### config.mk
export PLATFORM = sky130hd
export DESIGN_NAME = lsu_mem_ctrl
export DESIGN_NICKNAME = d
export VERILOG_FILES = /design/src/rtl/lsu_mem_ctrl.sv
export SDC_FILE = /design/constraint.sdc
export NUM_CORES = 1
export LEC_CHECK = 0
export CORE_ASPECT_RATIO = 0.6
export CORE_MARGIN = 3
export CORE_UTILIZATION = 25
export DETAILED_ROUTE_END_ITERATION = 10
export SLEW_MARGIN = 25
export SYNTH_ARGS = -nofsm -noshare
export SYNTH_HDL_FRONTEND = slang
export SYNTH_SLANG_ARGS = --single-unit
export TNS_END_PERCENT = 5
### constraint.sdc
create_clock -name clk -period 10.3 [get_ports clk]
set_input_delay 1.545 -clock clk [delete_from_list [all_inputs] [get_ports clk]]
set_output_delay 1.545 -clock clk [all_outputs]
set_load 0.01 [all_outputs]
### src/rtl/lsu_mem_ctrl.sv
// Load/store sequencer between memory micro-ops and a byte-enabled SRAM.
// Word-crossing accesses become two sequential word accesses.
module lsu_mem_ctrl #(
  parameter int MEM_SIZE       = 1024,
  parameter bit MISALIGN_SPLIT = 1'b1,
  parameter int WADDR_WIDTH    = $clog2(MEM_SIZE)
) (
  input  logic                   clk,
  input  logic                   rst,
  input  logic                   req_valid,
  output logic                   req_ready,
  input  logic                   req_we,
  input  logic [2:0]             req_funct3,
  input  logic [31:0]            req_addr,
  input  logic [31:0]            req_wdata,
  output logic                   rsp_valid,
  output logic [31:0]            rsp_rdata,
  output logic                   rsp_err,
  output logic                   mem_en,
  output logic                   mem_r,
  output logic                   mem_w,
  output logic [WADDR_WIDTH-1:0] mem_rAddr,
  output logic [WADDR_WIDTH-1:0] mem_wAddr,
  output logic [3:0]             mem_byteEn,
  output logic [31:0]            mem_in,
  input  logic [31:0]            mem_out
);

  typedef enum logic [2:0] {
    IDLE, ST0, ST1, LD0, LD1, LD2, RESP
  } state_t;

  state_t state, state_nx;

  logic                   we_q;
  logic [2:0]             f3_q;
  logic [1:0]             off_q;
  logic [WADDR_WIDTH-1:0] a_q;
  logic [31:0]            wdata_q;
  logic                   err_q;
  logic [31:0]            lo_q;
  logic [31:0]            hi_q;

  // byte mask over two adjacent words
  function automatic logic [7:0] mask8(
    input logic [2:0] f3,
    input logic [1:0] off
  );
    logic [7:0] sz;
    case (f3[1:0])
      2'b00:   sz = 8'h01;
      2'b01:   sz = 8'h03;
      default: sz = 8'h0F;
    endcase
    return sz << off;
  endfunction

  logic [7:0] m_in;
  logic       err_in;
  logic       accept;

  assign m_in   = mask8(req_funct3, req_addr[1:0]);
  assign err_in = (req_funct3 == 3'b011)
               || (req_funct3[2:1] == 2'b11)
               || (req_we && req_funct3[2])
               || (!MISALIGN_SPLIT && (|m_in[7:4]));
  assign accept = req_valid && (state == IDLE);

  logic [7:0]             m_q;
  logic                   cross_q;
  logic [WADDR_WIDTH-1:0] a_nx;
  logic [63:0]            s64;
  logic [31:0]            x;
  logic [31:0]            ext;

  assign m_q     = mask8(f3_q, off_q);
  assign cross_q = |m_q[7:4];
  assign a_nx    = a_q + WADDR_WIDTH'(1);
  assign s64     = {32'b0, wdata_q} << {off_q, 3'b000};
  assign x       = 32'({hi_q, lo_q} >> {off_q, 3'b000});

  always_comb begin
    case (f3_q)
      3'b000:  ext = {{24{x[7]}}, x[7:0]};
      3'b001:  ext = {{16{x[15]}}, x[15:0]};
      3'b100:  ext = {24'b0, x[7:0]};
      3'b101:  ext = {16'b0, x[15:0]};
      default: ext = x;
    endcase
  end

  always_ff @(posedge clk or posedge rst) begin
    if (rst) state <= IDLE;
    else     state <= state_nx;
  end

  always_ff @(posedge clk or posedge rst) begin
    if (rst) begin
      we_q    <= 1'b0;
      f3_q    <= 3'b0;
      off_q   <= 2'b0;
      a_q     <= '0;
      wdata_q <= 32'b0;
      err_q   <= 1'b0;
      lo_q    <= 32'b0;
      hi_q    <= 32'b0;
    end else begin
      if (accept) begin
        we_q    <= req_we;
        f3_q    <= req_funct3;
        off_q   <= req_addr[1:0];
        a_q     <= req_addr[WADDR_WIDTH+1:2];
        wdata_q <= req_wdata;
        err_q   <= err_in;
        lo_q    <= 32'b0;
        hi_q    <= 32'b0;
      end
      if (state == LD1) lo_q <= mem_out;
      if (state == LD2) hi_q <= mem_out;
    end
  end

  always_comb begin
    state_nx   = state;
    req_ready  = 1'b0;
    rsp_valid  = 1'b0;
    rsp_err    = 1'b0;
    rsp_rdata  = 32'b0;
    mem_r      = 1'b0;
    mem_w      = 1'b0;
    mem_rAddr  = '0;
    mem_wAddr  = '0;
    mem_byteEn = 4'b0;
    mem_in     = 32'b0;
    unique case (state)
      IDLE: begin
        req_ready = 1'b1;
        if (req_valid) begin
          if (err_in)      state_nx = RESP;
          else if (req_we) state_nx = ST0;
          else             state_nx = LD0;
        end
      end
      ST0: begin
        mem_w      = 1'b1;
        mem_wAddr  = a_q;
        mem_byteEn = m_q[3:0];
        mem_in     = s64[31:0];
        state_nx   = cross_q ? ST1 : RESP;
      end
      ST1: begin
        mem_w      = 1'b1;
        mem_wAddr  = a_nx;
        mem_byteEn = m_q[7:4];
        mem_in     = s64[63:32];
        state_nx   = RESP;
      end
      LD0: begin
        mem_r      = 1'b1;
        mem_rAddr  = a_q;
        mem_byteEn = 4'hF;
        state_nx   = LD1;
      end
      LD1: begin
        if (cross_q) begin
          mem_r      = 1'b1;
          mem_rAddr  = a_nx;
          mem_byteEn = 4'hF;
          state_nx   = LD2;
        end else begin
          state_nx   = RESP;
        end
      end
      LD2: state_nx = RESP;
      RESP: begin
        rsp_valid = 1'b1;
        rsp_err   = err_q;
        rsp_rdata = (err_q || we_q) ? 32'b0 : ext;
        state_nx  = IDLE;
      end
      default: state_nx = IDLE;
    endcase
  end

  assign mem_en = mem_r | mem_w;

endmodule

Word-level counts from Yosys, hierarchy flattened

Index checks and enable logic that the tools add are counted.
W data, S select, Z words.

$add $sub $neg: 1
Eq/ne operators: 13
Shift operators: 3
Mux-type cells: 25
Bitwise logic cells: 1
Reduce and logical (&&, ||, !) cells: 13

Operators by type and width:

| cell                    | count |
|---|---|
| $mux W32                | 5 |
| $pmux W32 S4            | 1 |
| $pmux W32 S2            | 1 |
| $shl A32 B5 Y64         | 1 |
| $shr A64 B5 Y32         | 1 |
| $pmux W10 S2            | 2 |
| $pmux W4 S4             | 1 |
| $eq A3 B3 Y1 const B    | 5 |
| $pmux W3 S5             | 1 |
| $add A10 B1 Y10 const B | 1 |
| $mux W10                | 1 |
| $eq A3 B2 Y1 const B    | 3 |
| $mux W3                 | 3 |
| $pmux W4 S2             | 1 |
| $shl A8 B2 Y8           | 1 |
| $eq A3 B1 Y1 const B    | 2 |
| $logic_not A3 Y1        | 2 |
| $mux W1                 | 5 |
| $mux W2                 | 2 |
| $mux W4                 | 1 |
| $reduce_bool A2 Y1      | 2 |
| $reduce_or A2 Y1        | 2 |
| $reduce_or A4 Y1        | 1 |
| $logic_or A1 B1 Y1      | 3 |
| 7 further kinds         | 8 |

Register bits after elaboration: 116
Bits of input ports: 103
Output and inout bits: 94
Word-level logic and storage cells: 65

Longest topological paths before layout

Depth after elaboration: 7
Gate-level depth with buffers: 8
Gate-level depth less buffers: 5

Least setup slack after synthesis

OpenSTA, ideal clock, no wires.

Kind: register to output
Start point: reg state[2]
End point: out mem_byteEn[1]
Data arrival time: 1584 ps
Required time: 8755 ps
Setup slack: 7171 ps
Stages on the path, launching flop included: 7
Path buffers: 2
Cell sequence: dfrtp_1 -> buf_2 -> or4b_1 -> buf_4 -> nor2_1 -> nor2_1 -> o31ai_2

Cells in the longest elaborated chain, start to end: 2
Elaborated cells on any way between the ends: 5
Those cells by class: eq/ne: 4; mux: 1

RTL lines:

| element                                    | line | source |
|---|---|---|
| start, declared                            | 33   | `state_t state, state_nx;` |
| start signal, assigned                     | 94   | `else state <= state_nx;` |
| $eq A3 B3 Y1, or another cell as far along | 135  | `unique case (state)` |
| $pmux W4 S4 (*)                            | 135  |  |
| end, declared                              | 24   | `output logic [3:0] mem_byteEn,` |

Every way passes the cells marked *; elsewhere a longest branch is shown, timed or not.

Worst setup path after layout

Start point: reg off_q[0]
End point: out mem_in[6]

Cells in the longest elaborated chain, start to end: 2

RTL lines:

| element                | line | source |
|---|---|---|
| start, declared        | 37   | `logic [1:0] off_q;` |
| start signal, assigned | 111  | `off_q <= req_addr[1:0];` |
| $shl A32 B5 Y64        | 79   | `assign s64 = {32'b0, wdata_q} << {off_q, 3'b000};` |
| $pmux W32 S2           | 135  |  |
| end, declared          | 25   | `output logic [31:0] mem_in,` |

No other way between the ends.

==> flow_metrics.py <==
metrics = {
    "drt": {
        "drt_iter0_drc": 517,
        "wire_per_inst_um": 19.43,
        "vias": 6334,
        "drt_wl_total_um": 24650,
        "drt_drc_violations_left": 0,
        "antenna_left": 0,
        "drt-vias-per-instance": 4.991,
        "wl_met1_um": 12290,
        "met2_length_um": 10330,
        "wl_met3_um": 1817,
        "routed.top_layer": "met4",
        "first_pass_iters": 7,
    },
    "clocking": {
        "clkSlewWorstSetupHoldPaths_ns": 0.08,
        "cts_made_buffers": 9,
        "cts_tree": "yes",
        "cts-htree-levels": 3,
        "ctsHoldBuffers": 0,
        "worstSkewPairLatency_ns": 0.37,
        "clockRootBuffer": "clkbuf_16",
        "clock-sinks": 108,
        "postCtsSetupBuffers": 0,
        "ctsResizeCount": 0,
        "clock_path_buffers": 2,
    },
    "worst_setup_path": {
        "critical_path_class": "reg -> out",
        "cp_top_family": "buffers and inverters",
        "critical_path_arrival_ns": 3.45,
        "cp_cell_sequence": "buf_4 > nor2b_1 > a22oi_1 > o21ai_0 > clkdlybuf4s50_1",
        "crit_buf_inv": 2,
        "max_stage_delay_ns": 0.84,
        "cp.required_ns": 8.76,
        "cp_max_fo": 54,
        "critPathSlowestCell": "nor2b_1",
        "end_kind": "output pin",
        "cp-start-kind": "register",
    },
    "synthesis": {
        "syn_avg_cell_area_sq_um": 8.718,
        "syn-instance-count": 780,
        "yosys-top-cells-area": "dfrtp_1 (40%), nand2_1 (15%), mux4_2 (9.3%), a22o_1 (5.4%), o21ai_0 (4.3%)",
        "ys_ff_latch": 108,
        "synth-edff-count": 0,
        "async_flop_share": 1.000,
        "synth.yosys.warnings": 0,
        "ys_seq_area_frac": 0.3974,
        "synthDistinctLibCells": 53,
        "synth_area_sq_um": 6800,
        "netlist.area_leader.share": 0.3974,
        "syn_nets": 884,
        "yosys.area.top_type": "dfrtp_1",
        "synth_ff_type": "dfrtp_1",
    },
    "global_routing": {
        "track_usage": 0.1680,
        "grt_overflow_total": 0,
        "grt_start_max_net_pins": 65,
        "antenna_found_initial": 0,
        "first_global_vias": 5991,
        "grt_pass1_wl_um": 37770,
    },
    "sta": {
        "setup_viol": 0,
        "setup_tns_ns": 0,
        "max_slew_margin": 0.3512,
        "fin_skew_ns": 0.01091,
        "hold_violations": 0,
        "maxSlewViolCount": 0,
        "rsz0062_at_grt": "false",
        "tightest_slew_ns": 0.9733,
        "period_needed_ns": 4.992,
        "max_freq_mhz": 200.3,
        "fin_crit_sh": 0.4847,
    },
    "final_layout": {
        "drive_above_1_share": 0.08581,
        "nFillCells": 2746,
        "syn_to_final_growth_pct": 33.62,
        "n_antenna_cell": 0,
        "most-common-layout-cells": "nand2_1 (263), clkdlybuf4s50_1 (176), dfrtp_1 (106)",
        "regArea_sq_um": 2710,
        "final_net_count": 1008,
        "multi_input_area_sq_um": 3770,
        "final_common_cell": "nand2_1",
        "layout.cells.non_filler": 1269,
    },
    "place": {
        "port_buffers": 176,
        "globalplace.congestion": 0.8077,
        "dp_cells": 1253,
        "dp_hpwl_um": 17460,
    },
    "floorplan": {
        "rows": 46,
        "die_h_um": 133.8,
        "start_util": 0.2557,
        "chipWidth_um": 218.9,
        "io-pin-count": 197,
        "dieArea_sq_um": 29280,
        "core-area_sq_um": 26590,
    },
    "power": {
        "p_per_area_nw_per_um2": 286.5,
        "ir_drop_v": 0.00009567,
        "leakage_nw": 3.756,
    },
    "status": {
        "status": "finished, final reports clean",
    },
    "worst_hold_path": {
        "holdCritPathClass": "reg -> reg",
    },
    "job": {
        "drv_cap": 0,
    },
}
cells in the mapped netlist, types with 9 or more instances:
library cell,n
nand2_1,264
dfrtp_1,108
o21ai_0,59
a22o_1,42
clkbuf_1,42
a21oi_1,36
mux2i_1,28
mux4_2,28
and3_1,19
buf_2,17
nor2_1,13
a31oi_1,11
buf_4,10
mux2_2,10
nand2b_1,10
a22oi_1,9
nor2b_1,9
state kept, by name (all words and copies together), names as in the netlist:
register  count
lo_q         32
a_q          10
off_q         2
we_q          1
hi_q         24
state         3
err_q         1
wdata_q      32
f3_q          3
stage by stage:
stage | setup WS [ns] | power, mW | hold slack, ns | cell area, sq um | utilization
after floorplan | 5.909 | 1.748 | 0.4464 | 6800 | -
after global placement | 5.631 | 2.209 | 0.4585 | 8748 | 0.3290
after detailed placement | 5.638 | 2.236 | 0.4629 | 8771 | 0.3299
after CTS | 5.209 | 2.616 | 0.4828 | 9080 | 0.3415
after global routing | 5.024 | 2.800 | 0.5249 | 9086 | 0.3417
final | 5.308 | 2.603 | 0.4809 | 9086 | 0.3417
logic make-up after synthesis:
family	Yosys count	synth area share
adders and majority gates	1	0.001840
DFF	108	0.3974
muxes	66	0.1505
and+or+nand+nor	346	0.2221
buffers and inverters	75	0.05115
AOI/OAI and AO/OA	181	0.1731
xor gates and xnor gates	3	0.003865
worst paths after layout:
path,start,end,slack (ns),depth (start not counted)
worst max-delay path,off_q[0],mem_in[6],5.31,5
worst min-delay path,we_q,we_q,0.48,2
worst max register to register,state[0],hi_q[8],7.71,4
worst min register to register,we_q,we_q,0.48,2
max in group asynchronous,rst,lo_q[9],7.42,3
min in group asynchronous,rst,lo_q[21],1.72,2
report_power, final:
part           switching [mW]  internal, mW  total [mW]
combinational           0.687         0.644        1.33
clock                   0.193         0.176       0.369
sequential              0.281         0.622       0.903
worst min-delay path, delay by kind of cell, from the launching register on:
| kind | cells | cell delay [ns] |
|---|---|---|
| flops | 1 | 0.35 |
| simple gates | 2 | 0.10 |
per-layer routing:
metal / GRT usage / up-vias
li1: - / 2982
met1: 0.2573 / 3119
met2: 0.2335 / 218
met3: 0.05106 / 15
met4: 0.02805 / 0
met5: 0 / -
final cells by class:
class	count	share of cell area
Clock buffer	9	0.02479
Inverter	4	0.001928
Multi-Input combinational cell	597	0.4149
Clock inverter	7	0.009226
Sequential cell	108	0.2983
Tap cell	360	0.04957
Timing Repair Buffer	184	0.2013
Note: power is estimated with default switching activity, not from simulation.
